$ cat src/rtl/load_store_unit.sv
`default_nettype none
// ============================================================================
//  Module   : load_store_unit
//  Purpose  : Byte-addressed load/store front end for a single-port, 32-bit
//             word memory with a registered read. Word stores go straight to
//             a write; loads read, capture and extend; byte/half stores use
//             read-modify-write. Misaligned, reserved-size and (optionally)
//             out-of-range requests complete with an error and no memory
//             access.
//  Ports    : clk, rst                  clock, async active-high reset
//             req_*                     request channel from execute
//                                       (valid/ready, addr, wdata, we, size,
//                                       unsigned, rd tag)
//             resp_*                    response channel to writeback
//                                       (valid/ready, data, rd tag, err)
//             mem_addr/mem_wdata/mem_we word-indexed memory request
//             mem_rdata                 registered read data from memory
//  Options  : LSU_BOUNDS_CHECK_EN - when defined, a word index at or above
//             DEPTH_WORDS is reported as an error instead of being accessed.
//  Revision : 1.0 - initial release
// ============================================================================
module load_store_unit #(
   parameter int DEPTH_WORDS = 1024,
   parameter int RD_W        = 5
) (
   input  logic            clk,
   input  logic            rst,
   input  logic            req_valid,
   output logic            req_ready,
   input  logic [31:0]     req_addr,
   input  logic [31:0]     req_wdata,
   input  logic            req_we,
   input  logic [1:0]      req_size,
   input  logic            req_unsigned,
   input  logic [RD_W-1:0] req_rd,
   output logic            resp_valid,
   input  logic            resp_ready,
   output logic [31:0]     resp_data,
   output logic [RD_W-1:0] resp_rd,
   output logic            resp_err,
   output logic [31:0]     mem_addr,
   output logic [31:0]     mem_wdata,
   output logic            mem_we,
   input  logic [31:0]     mem_rdata
);

   typedef enum logic [2:0] {
      S_IDLE = 3'd0,
      S_RD   = 3'd1,
      S_CAP  = 3'd2,
      S_WR   = 3'd3,
      S_RESP = 3'd4
   } state_t;

   generate
      if (DEPTH_WORDS < 1) begin : g_depth_check
         $error("load_store_unit: DEPTH_WORDS must be at least 1");
      end
   endgenerate

   state_t      r_state;
   logic [1:0]  r_off;       // byte offset inside the word
   logic [1:0]  r_size;
   logic        r_unsigned;
   logic        r_we;
   logic [15:0] r_wdata;     // only sub-word stores need the data after accept

   logic        w_accept;
   logic        w_misalign;
   logic        w_oob;
   logic        w_err;
   logic [7:0]  w_byte;
   logic [15:0] w_half;
   logic [31:0] w_load;
   logic [31:0] w_merged;

   assign w_accept   = req_valid && req_ready;
   assign w_misalign = (req_size == 2'b11) ||
                       ((req_size == 2'b01) && req_addr[0]) ||
                       ((req_size == 2'b10) && (req_addr[1:0] != 2'b00));

`ifdef LSU_BOUNDS_CHECK_EN
   // Extra top bit so a depth of exactly 2^30 words still compares correctly.
   localparam logic [30:0] c_depth_idx = 31'(DEPTH_WORDS);
   assign w_oob = ({1'b0, req_addr[31:2]} >= c_depth_idx);
`else
   assign w_oob = 1'b0;
`endif

   assign w_err = w_misalign || w_oob;

   // Lane extraction for loads and lane merge for sub-word stores, both
   // working on the word read back from memory during CAP.
   always_comb begin
      w_byte = mem_rdata[7:0];
      case (r_off)
         2'd0:    w_byte = mem_rdata[7:0];
         2'd1:    w_byte = mem_rdata[15:8];
         2'd2:    w_byte = mem_rdata[23:16];
         default: w_byte = mem_rdata[31:24];
      endcase
      w_half = r_off[1] ? mem_rdata[31:16] : mem_rdata[15:0];

      case (r_size)
         2'b00:   w_load = {{24{w_byte[7] & ~r_unsigned}}, w_byte};
         2'b01:   w_load = {{16{w_half[15] & ~r_unsigned}}, w_half};
         default: w_load = mem_rdata;
      endcase

      w_merged = mem_rdata;
      if (r_size == 2'b00) begin
         case (r_off)
            2'd0:    w_merged[7:0]   = r_wdata[7:0];
            2'd1:    w_merged[15:8]  = r_wdata[7:0];
            2'd2:    w_merged[23:16] = r_wdata[7:0];
            default: w_merged[31:24] = r_wdata[7:0];
         endcase
      end else if (r_off[1]) begin
         w_merged[31:16] = r_wdata;
      end else begin
         w_merged[15:0] = r_wdata;
      end
   end

   always_ff @(posedge clk or posedge rst) begin
      if (rst) begin
         r_state    <= S_IDLE;
         r_off      <= 2'b00;
         r_size     <= 2'b00;
         r_unsigned <= 1'b0;
         r_we       <= 1'b0;
         r_wdata    <= 16'h0000;
         req_ready  <= 1'b1;
         resp_valid <= 1'b0;
         resp_data  <= 32'h0000_0000;
         resp_rd    <= '0;
         resp_err   <= 1'b0;
         mem_addr   <= 32'h0000_0000;
         mem_wdata  <= 32'h0000_0000;
         mem_we     <= 1'b0;
      end else begin
         // Write enable is a one-cycle pulse; only the transition into WR
         // raises it.
         mem_we <= 1'b0;
         case (r_state)
            S_IDLE: begin
               if (w_accept) begin
                  r_off      <= req_addr[1:0];
                  r_size     <= req_size;
                  r_unsigned <= req_unsigned;
                  r_we       <= req_we;
                  r_wdata    <= req_wdata[15:0];
                  resp_rd    <= req_rd;
                  resp_data  <= 32'h0000_0000;
                  req_ready  <= 1'b0;
                  if (w_err) begin
                     resp_err   <= 1'b1;
                     resp_valid <= 1'b1;
                     r_state    <= S_RESP;
                  end else begin
                     resp_err <= 1'b0;
                     mem_addr <= {2'b00, req_addr[31:2]};
                     if (req_we && (req_size == 2'b10)) begin
                        mem_wdata <= req_wdata;
                        mem_we    <= 1'b1;
                        r_state   <= S_WR;
                     end else begin
                        r_state <= S_RD;
                     end
                  end
               end
            end
            S_RD: begin
               // Memory samples mem_addr on this edge; data is valid in CAP.
               r_state <= S_CAP;
            end
            S_CAP: begin
               if (r_we) begin
                  mem_wdata <= w_merged;
                  mem_we    <= 1'b1;
                  r_state   <= S_WR;
               end else begin
                  resp_data  <= w_load;
                  resp_valid <= 1'b1;
                  r_state    <= S_RESP;
               end
            end
            S_WR: begin
               resp_valid <= 1'b1;
               r_state    <= S_RESP;
            end
            S_RESP: begin
               if (resp_ready) begin
                  resp_valid <= 1'b0;
                  req_ready  <= 1'b1;
                  r_state    <= S_IDLE;
               end
            end
            default: begin
               resp_valid <= 1'b0;
               req_ready  <= 1'b1;
               r_state    <= S_IDLE;
            end
         endcase
      end
   end

endmodule
`default_nettype wire

$ cat config.mk
export PLATFORM = sky130hd
export DESIGN_NAME = load_store_unit
export DESIGN_NICKNAME = d
export VERILOG_FILES = /design/src/rtl/load_store_unit.sv
export SDC_FILE = /design/constraint.sdc
export NUM_CORES = 1
export LEC_CHECK = 0
export BUFFER_PORTS_ARGS = -buffer_cell sky130_fd_sc_hd__buf_2
export CORE_MARGIN = 2
export CORE_UTILIZATION = 50
export DETAILED_ROUTE_END_ITERATION = 8
export PLACE_DENSITY = 0.8
export SYNTH_ARGS = -nofsm -noshare
export SYNTH_HDL_FRONTEND = slang
export SYNTH_SLANG_ARGS = --single-unit
$ cat constraint.sdc
create_clock -name clk -period 9.15 [get_ports clk]
set_clock_uncertainty 0.1 [all_clocks]
set_input_delay 0.915 -clock clk [delete_from_list [all_inputs] [get_ports clk]]
set_output_delay 0.915 -clock clk [all_outputs]
set_load 0.005 [all_outputs]
==> key figures, run 1 <==
Clock tree
  • Hold_buf cts: 0
  • H-tree depth: 4
  • Worst-path clk slew: 0.05 ns
  • Clk_lat worst skew: 0.41 ns
  • TritonCTS Buffers: 17
  • Clock sink count: 128
  • CTS resizes: 0
  • Root buf cell: clkbuf_16
  • CTS tree: done
  • Setup bufs post-CTS: 0
  • Max clock buf depth: 2

Placement
  • HPWL Detailed: 13630 microns
  • Port Buffers: 211
  • Placed cell count: 907
  • Routability cong.: 0.8912

Yosys
  • Largest family of logic cells by synthesized area: compound AO/OA/AOI/OAI gates
  • Seq/Total Area, Yosys: 51.46%
  • Seq cells post-synth: 128
  • Most used DFF post-synth: dfrtp_1
  • Multiplexer area fraction after synthesis: 11.61%
  • Average cell area after synthesis: 10.94 sq um
  • Synth Area in XOR/XNOR: 0%
  • Number of flops mapped to enable cells by yosys: 0
  • Asr flop ratio synth: 100.0%
  • Post-synth cell types: 59
  • Mapped Area: 6227 sq um
  • Synth warn: 0
  • Synth Instances: 569
  • Simple-gate share of the synthesized area: 10.71%
  • Synth top area share: 51.03%
  • Synth area leaders: dfrtp_1 (51%), mux2_2 (10%), o21ai_0 (3.4%)
  • Synth Area in Compound Gates: 22.30%
  • Largest area contributor in the netlist: dfrtp_1
  • Area share of fa/ha/maj cells after synthesis: 0%

Timing
  • # setup viols final: 0
  • RSZ-0062 raised after global routing: false
  • Rel. slew slack: 22.62%
  • Setup TNS: 0 ns
  • Pins Over Slew Limit: 0
  • Worst hold slack: 0.3962 ns
  • Measured slew at the worst slew-check pin: 1.158 ns
  • Fin crit period: 3.305 ns
  • Crit share post-route: 36.12%
  • F_max: 302.6 MHz
  • Final hold violation count: 0

Worst hold path
  • Hold Path Depth: 2
  • Worst min-delay path category: flip-flop to flip-flop
  • WHS Endpoint: req_ready$_DFFE_PP1P_
  • Hold path startpoint: req_ready$_DFFE_PP1P_

Worst setup path
  • Crit-path leading delay family: simple AND/OR/NAND/NOR gates
  • Buf/Inv on CP: 2
  • Worst R2R Start: r_state[1]$_DFFE_PP0P_
  • Worst path required time: 9.31 ns
  • Crit. End Element: flip-flop
  • Critical Path AT: 3.47 ns
  • Setup slack, reg-to-reg: 5.84 ns
  • Max incr delay on CP: 0.62 ns
  • Crit path cell chain: buf_4, or4_1, o21ai_2, nand2_2, clkinv_1, a31oi_1
  • R2R depth: 6
  • CP Class: flip-flop to flip-flop
  • CP Max Fanout: 29
  • Max stage delay cell, worst path: o21ai_2
  • Setup crit start kind: flip-flop
  • Worst r2r dst: mem_wdata[13]$_DFFE_PP0P_
  • Crit. path cell count: 6

Global route
  • Remaining global-route overflow: 0
  • All-layer global routing usage: 28.55%
  • First-pass GRT wire length: 28750 microns
  • Antenna violations before repair: 1
  • Number of global-route vias before repair: 5512
  • Largest net degree at the start of global routing: 75

Cells and area
  • Area growth from synthesis to layout: 27.16%
  • Fraction of layout cells with a size suffix above 1: 42.39%
  • Final net count: 867
  • Post-route insts no fill: 938
  • Fill cell count: 968

Route
  • Vias: 5688
  • Drt wl/cell: 20.15 microns
  • Iter 0 DRT Violations: 579
  • Via/cell ratio: 6.064
  • DRC: 0
  • Total length of routed wires: 18900 microns
  • First-pass iteration count of the detailed router: 5
  • Antenna Nets Post-Route: 0

Floorplan
  • Die ar.: 13360 sq um
  • DIE HEIGHT: 115.6 microns
  • Core Footprint: 12060 sq um
  • # IOs: 214
  • Starting Density: 51.63%
  • Die W: 115.6 microns
  • Site Rows: 40

Power
  • Worst-case vdd ir drop: 148.6 uV
  • Pwr/cell area: 323.9 nW/um^2
  • Power Total: 2.565 mW
  • Leakage: 3.938 nW

Status
  • Status: completed

Flow run
  • Max cap viols: 0
[kinds of logic (layout without fill, tap and decap cells)]
kind of cell    count (synthesis)  in the layout
buf+inv                        56            255
mux                            64             64
compound gates                198            198
simple gates                  122            122
flops                         128            128
other cells                     1              3
[through the flow]
| step | setup WS, ns | util (%) | instance area [sq um] |
|---|---|---|---|
| after floorplan | 4.724 | - | 6231 |
| after global placement | 5.804 | 60.92 | 7348 |
| after detailed placement | 5.733 | 60.92 | 7348 |
| after CTS | 5.899 | 65.63 | 7916 |
| after global routing | 5.656 | 65.65 | 7919 |
| final | 5.845 | 65.65 | 7919 |
[worst register-to-register path, stage by stage, from the launching register on]
cell and delay, ns:
dfrtp_1 0.61, buf_4 0.36, or4_1 0.49, o21ai_2 0.62, nand2_2 0.43, clkinv_1 0.40
a31oi_1 0.15
[cell type report]
class | instances | area [sq um] | area share (%)
Clock buffer | 25 | 515.5 | 6.510
Inverter | 7 | 28.78 | 0.3634
Sequential cell | 128 | 3204 | 40.46
Clock inverter | 5 | 52.55 | 0.6636
Antenna cell | 1 | 2.502 | 0.03160
Tap cell | 168 | 210.2 | 2.654
Timing Repair Buffer | 218 | 1109 | 14.00
Multi-Input combinational cell | 386 | 2796 | 35.31
[cell usage after synthesis, types with 3 or more instances]
cell	n
dfrtp_1	127
mux2_2	56
o21ai_0	42
clkbuf_1	32
a21oi_1	31
nand2_1	26
nor2_1	24
a211oi_1	18
a31oi_1	18
nand2b_1	18
o31ai_1	16
o221ai_1	14
nor2b_1	12
a221o_2	10
a21o_1	9
and3_1	9
buf_2	9
a21boi_0	8
a22o_1	7
mux2i_1	7
a221o_1	6
inv_1	6
a32o_1	4
buf_1	4
nand3_1	4
a22oi_1	3
buf_4	3
nand3b_1	3
nor3_1	3
or3_1	3
[placed cells by master (no fill, tap or decap), drive strengths merged, types with 18 or more instances in the layout]
cell type	count
o21ai	44
a21oi	31
a211oi	19
nor2	24
buf	218
clkbuf	25
dfrtp	127
mux2	56
nand2	27
a31oi	18
nand2b	18
[worst max-delay path by stage]
stage                            from                         to  slack (ns)
3_5_place_dp              req_addr[1]  mem_wdata[13]$_DFFE_PP0P_        5.73
4_1_cts        r_state[1]$_DFFE_PP0P_  mem_wdata[13]$_DFFE_PP0P_        5.90
6_report       r_state[1]$_DFFE_PP0P_  mem_wdata[13]$_DFFE_PP0P_        5.84
2_1_floorplan                     rst    mem_addr[0]$_DFFE_PP0P_        4.72
3_3_place_gp              req_addr[1]  mem_wdata[31]$_DFFE_PP0P_        5.80
5_1_grt        r_state[1]$_DFFE_PP0P_  mem_wdata[31]$_DFFE_PP0P_        5.66
[layer usage]
layer | share of wire, % | global-route usage, %
met5 | 0 | 0
met4 | 4.0 | 15.02
met3 | 8.5 | 7.113
met2 | 47 | 45.26
met1 | 40 | 36.33
[flip-flops by register name (all words and copies together) (netlist names)]
name	cells
mem_wdata	32
resp_valid	1
req_ready	1
mem_addr	30
r_off	2
mem_we	1
r_we	1
r_state	3
resp_rd	5
resp_err	1
resp_data	32
r_wdata	16
r_unsigned	1
r_size	2
[power breakdown]
part | leakage (nW) | switching, mW | internal [mW]
Sequential | 1.66 | 0.173 | 0.794
Combinational | 2.00 | 0.511 | 0.445
Clock | 0.281 | 0.229 | 0.412
(Power assumes the default switching activity.)
==> run 2, diff against run 1 <==
- clock period: 9.15 -> 3.1 ns (I/O delays scaled with it)
==> run 2 against run 1 <==
Compared with the run above: flip-flop and latch count stayed put; die area stayed put; largest power group unchanged; fmax is 29% higher; critical endpoint is now r_wdata[10]$_DFFE_PP0P_.
==> key figures, run 2 (synthesis gave the netlist of run 1 again) <==
Power
  • Power Total: 7.718 mW (+200%)
  • Pwr/cell area: 962.2 nW/um^2 (+200%)
  • Leakage: 3.991 nW (+1.4%)
  • Worst-case vdd ir drop: 455.9 uV (+210%)

Cells and area
  • Area growth from synthesis to layout: 28.81%
  • Most frequent cells in the layout: buf_2 (211), dfrtp_1 (127), mux2_2 (56), o21ai_0 (42), a21oi_1 (31)
  • Top Registers: mem_wdata x32, resp_data x32, mem_addr x30
  • Final net count: 876 (+1.0%)
  • Commonest non-fill, non-tap cell in the layout: buf_2
  • Fraction of layout cells with a size suffix above 1: 42.99% (+0.59 points)
  • Diode count: 0 (-1)

Clock tree
  • Worst-path clk slew: 0.05 ns (about the same)
  • Hold_buf cts: 1 (+1)
  • Root buf cell: clkbuf_16
  • CTS resizes: 0 (unchanged)
  • Setup bufs post-CTS: 0 (unchanged)
  • CTS tree: done
  • Clk_lat worst skew: 0.42 ns (about the same)
  • H-tree depth: 4 (unchanged)
  • Max clock buf depth: 2 (unchanged)
  • Clock sink count: 128 (unchanged)
  • TritonCTS Buffers: 17 (unchanged)

Worst setup path
  • Critical Path AT: 2.76 ns (-0.71 ns)
  • Crit. End Element: flip-flop
  • Setup crit start kind: flip-flop
  • Setup slack, reg-to-reg: 0.53 ns (-5.31 ns)
  • Worst R2R Start: r_state[2]$_DFFE_PP0P_
  • Worst path required time: 3.30 ns (-6.01 ns)
  • CP Class: flip-flop to flip-flop
  • R2R depth: 4 (-2)
  • CP Max Fanout: 18 (-38%)
  • Worst r2r dst: r_wdata[10]$_DFFE_PP0P_

Global route
  • Remaining global-route overflow: 0 (unchanged)
  • Largest net degree at the start of global routing: 58 (-23%)
  • All-layer global routing usage: 28.87% (+0.32 points)
  • Antenna violations before repair: 0 (-1)
  • First-pass GRT wire length: 29270 microns (+1.8%)
  • Number of global-route vias before repair: 5503 (-0.16%)

Route
  • Vias: 5644 (-0.77%)
  • Antenna Nets Post-Route: 0 (unchanged)
  • Via/cell ratio: 5.972 (-1.5%)
  • Iter 0 DRT Violations: 644 (+11%)
  • First-pass iteration count of the detailed router: 5 (unchanged)
  • DRC: 0 (unchanged)
  • Drt wl/cell: 20.18 microns (+0.19%)
  • Total length of routed wires: 19070 microns (+0.94%)

Timing
  • # setup viols final: 0 (unchanged)
  • RSZ-0062 raised after global routing: false
  • Setup TNS: 0 ns (unchanged)
  • Measured slew at the worst slew-check pin: 0.7865 ns (-0.3714 ns)
  • F_max: 389.4 MHz (+29%)
  • Rel. slew slack: 47.40% (+25 points)
  • Pins Over Slew Limit: 0 (unchanged)
  • Fin crit period: 2.568 ns (-0.7374 ns)
  • Crit share post-route: 82.83% (+47 points)
  • Final hold violation count: 0 (unchanged)

Worst hold path
  • Hold path startpoint: req_unsigned
  • Hold Path Depth: 3 (+1)
  • Worst min-delay path category: input port to flip-flop
  • WHS Endpoint: r_unsigned$_DFFE_PP0P_

Flow run
  • Max cap viols: 0 (unchanged)

Placement
  • Routability cong.: 0.8861 (-0.57%)
  • HPWL Detailed: 13920 microns (+2.1%)
  • Port Buffers: 211 (unchanged)

Floorplan
  • DIE HEIGHT: 115.6 microns (unchanged)
  • Die W: 115.6 microns (unchanged)
  • Starting Density: 51.63% (unchanged)
  • # IOs: 214 (unchanged)
  • Die ar.: 13360 sq um (unchanged)
  • Core Footprint: 12060 sq um (unchanged)
  • Site Rows: 40 (unchanged)

Status
  • Status: completed
## run 2: per-layer routing
metal	track usage (%)	up-vias	part of all wire (%)
li1	-	2526	-
met1	37.74	2729	41
met2	46.98	339	48
met4	12.45	0	3.1
met3	5.910	50	8.2
met5	0	-	0
## run 2: layout make-up
class                      count  area (sq um)
inverter                       7         30.03
tap                          168         210.2
clock inverter                 5         77.57
fill                         916          4040
timing repair buffer         227          1191
sequential                   128          3204
clock buffer                  24         511.7
multi-input combinational    386          2796
## run 2: critical path, stage by stage, from the launching register on
cell and delay (ns):
dfrtp_1 0.47, or2_1 0.51, nor3_4 0.63, buf_4 0.35
mux2_2 0.37
## run 2: where the power goes
part           switching [mW]  internal [mW]
registers               0.532           2.34
clock network           0.696           1.29
logic                    1.51           1.34
## run 2: worst max-delay path by stage
stage / startpoint / to
floorplan: r_state[2]$_DFFE_PP0P_ / resp_data[16]$_DFFE_PP0P_
global placement: r_state[1]$_DFFE_PP0P_ / resp_data[18]$_DFFE_PP0P_
detailed placement: r_state[1]$_DFFE_PP0P_ / resp_data[18]$_DFFE_PP0P_
CTS: r_state[2]$_DFFE_PP0P_ / r_wdata[10]$_DFFE_PP0P_
global route: r_off[1]$_DFFE_PP0P_ / mem_wdata[21]$_DFFE_PP0P_
finish: r_state[2]$_DFFE_PP0P_ / r_wdata[10]$_DFFE_PP0P_
## run 2: metrics by stage
| stage | hold WS, ns | setup WS, ns | utilization, % | instance area, sq um | std cells |
|---|---|---|---|---|---|
| 3_5_place_dp | 0.2628 | 0.5859 | 61.54 | 7422 | 915 |
| 5_1_grt | 0.02510 | 0.4233 | 66.50 | 8021 | 945 |
| 2_1_floorplan | 0.3268 | 1.090 | - | 6235 | 570 |
| 3_3_place_gp | 0.2591 | 0.6568 | 61.54 | 7422 | 915 |
| 6_report | 0.01925 | 0.5322 | 66.50 | 8021 | 945 |
| 4_1_cts | 0.01530 | 0.5588 | 66.50 | 8021 | 945 |
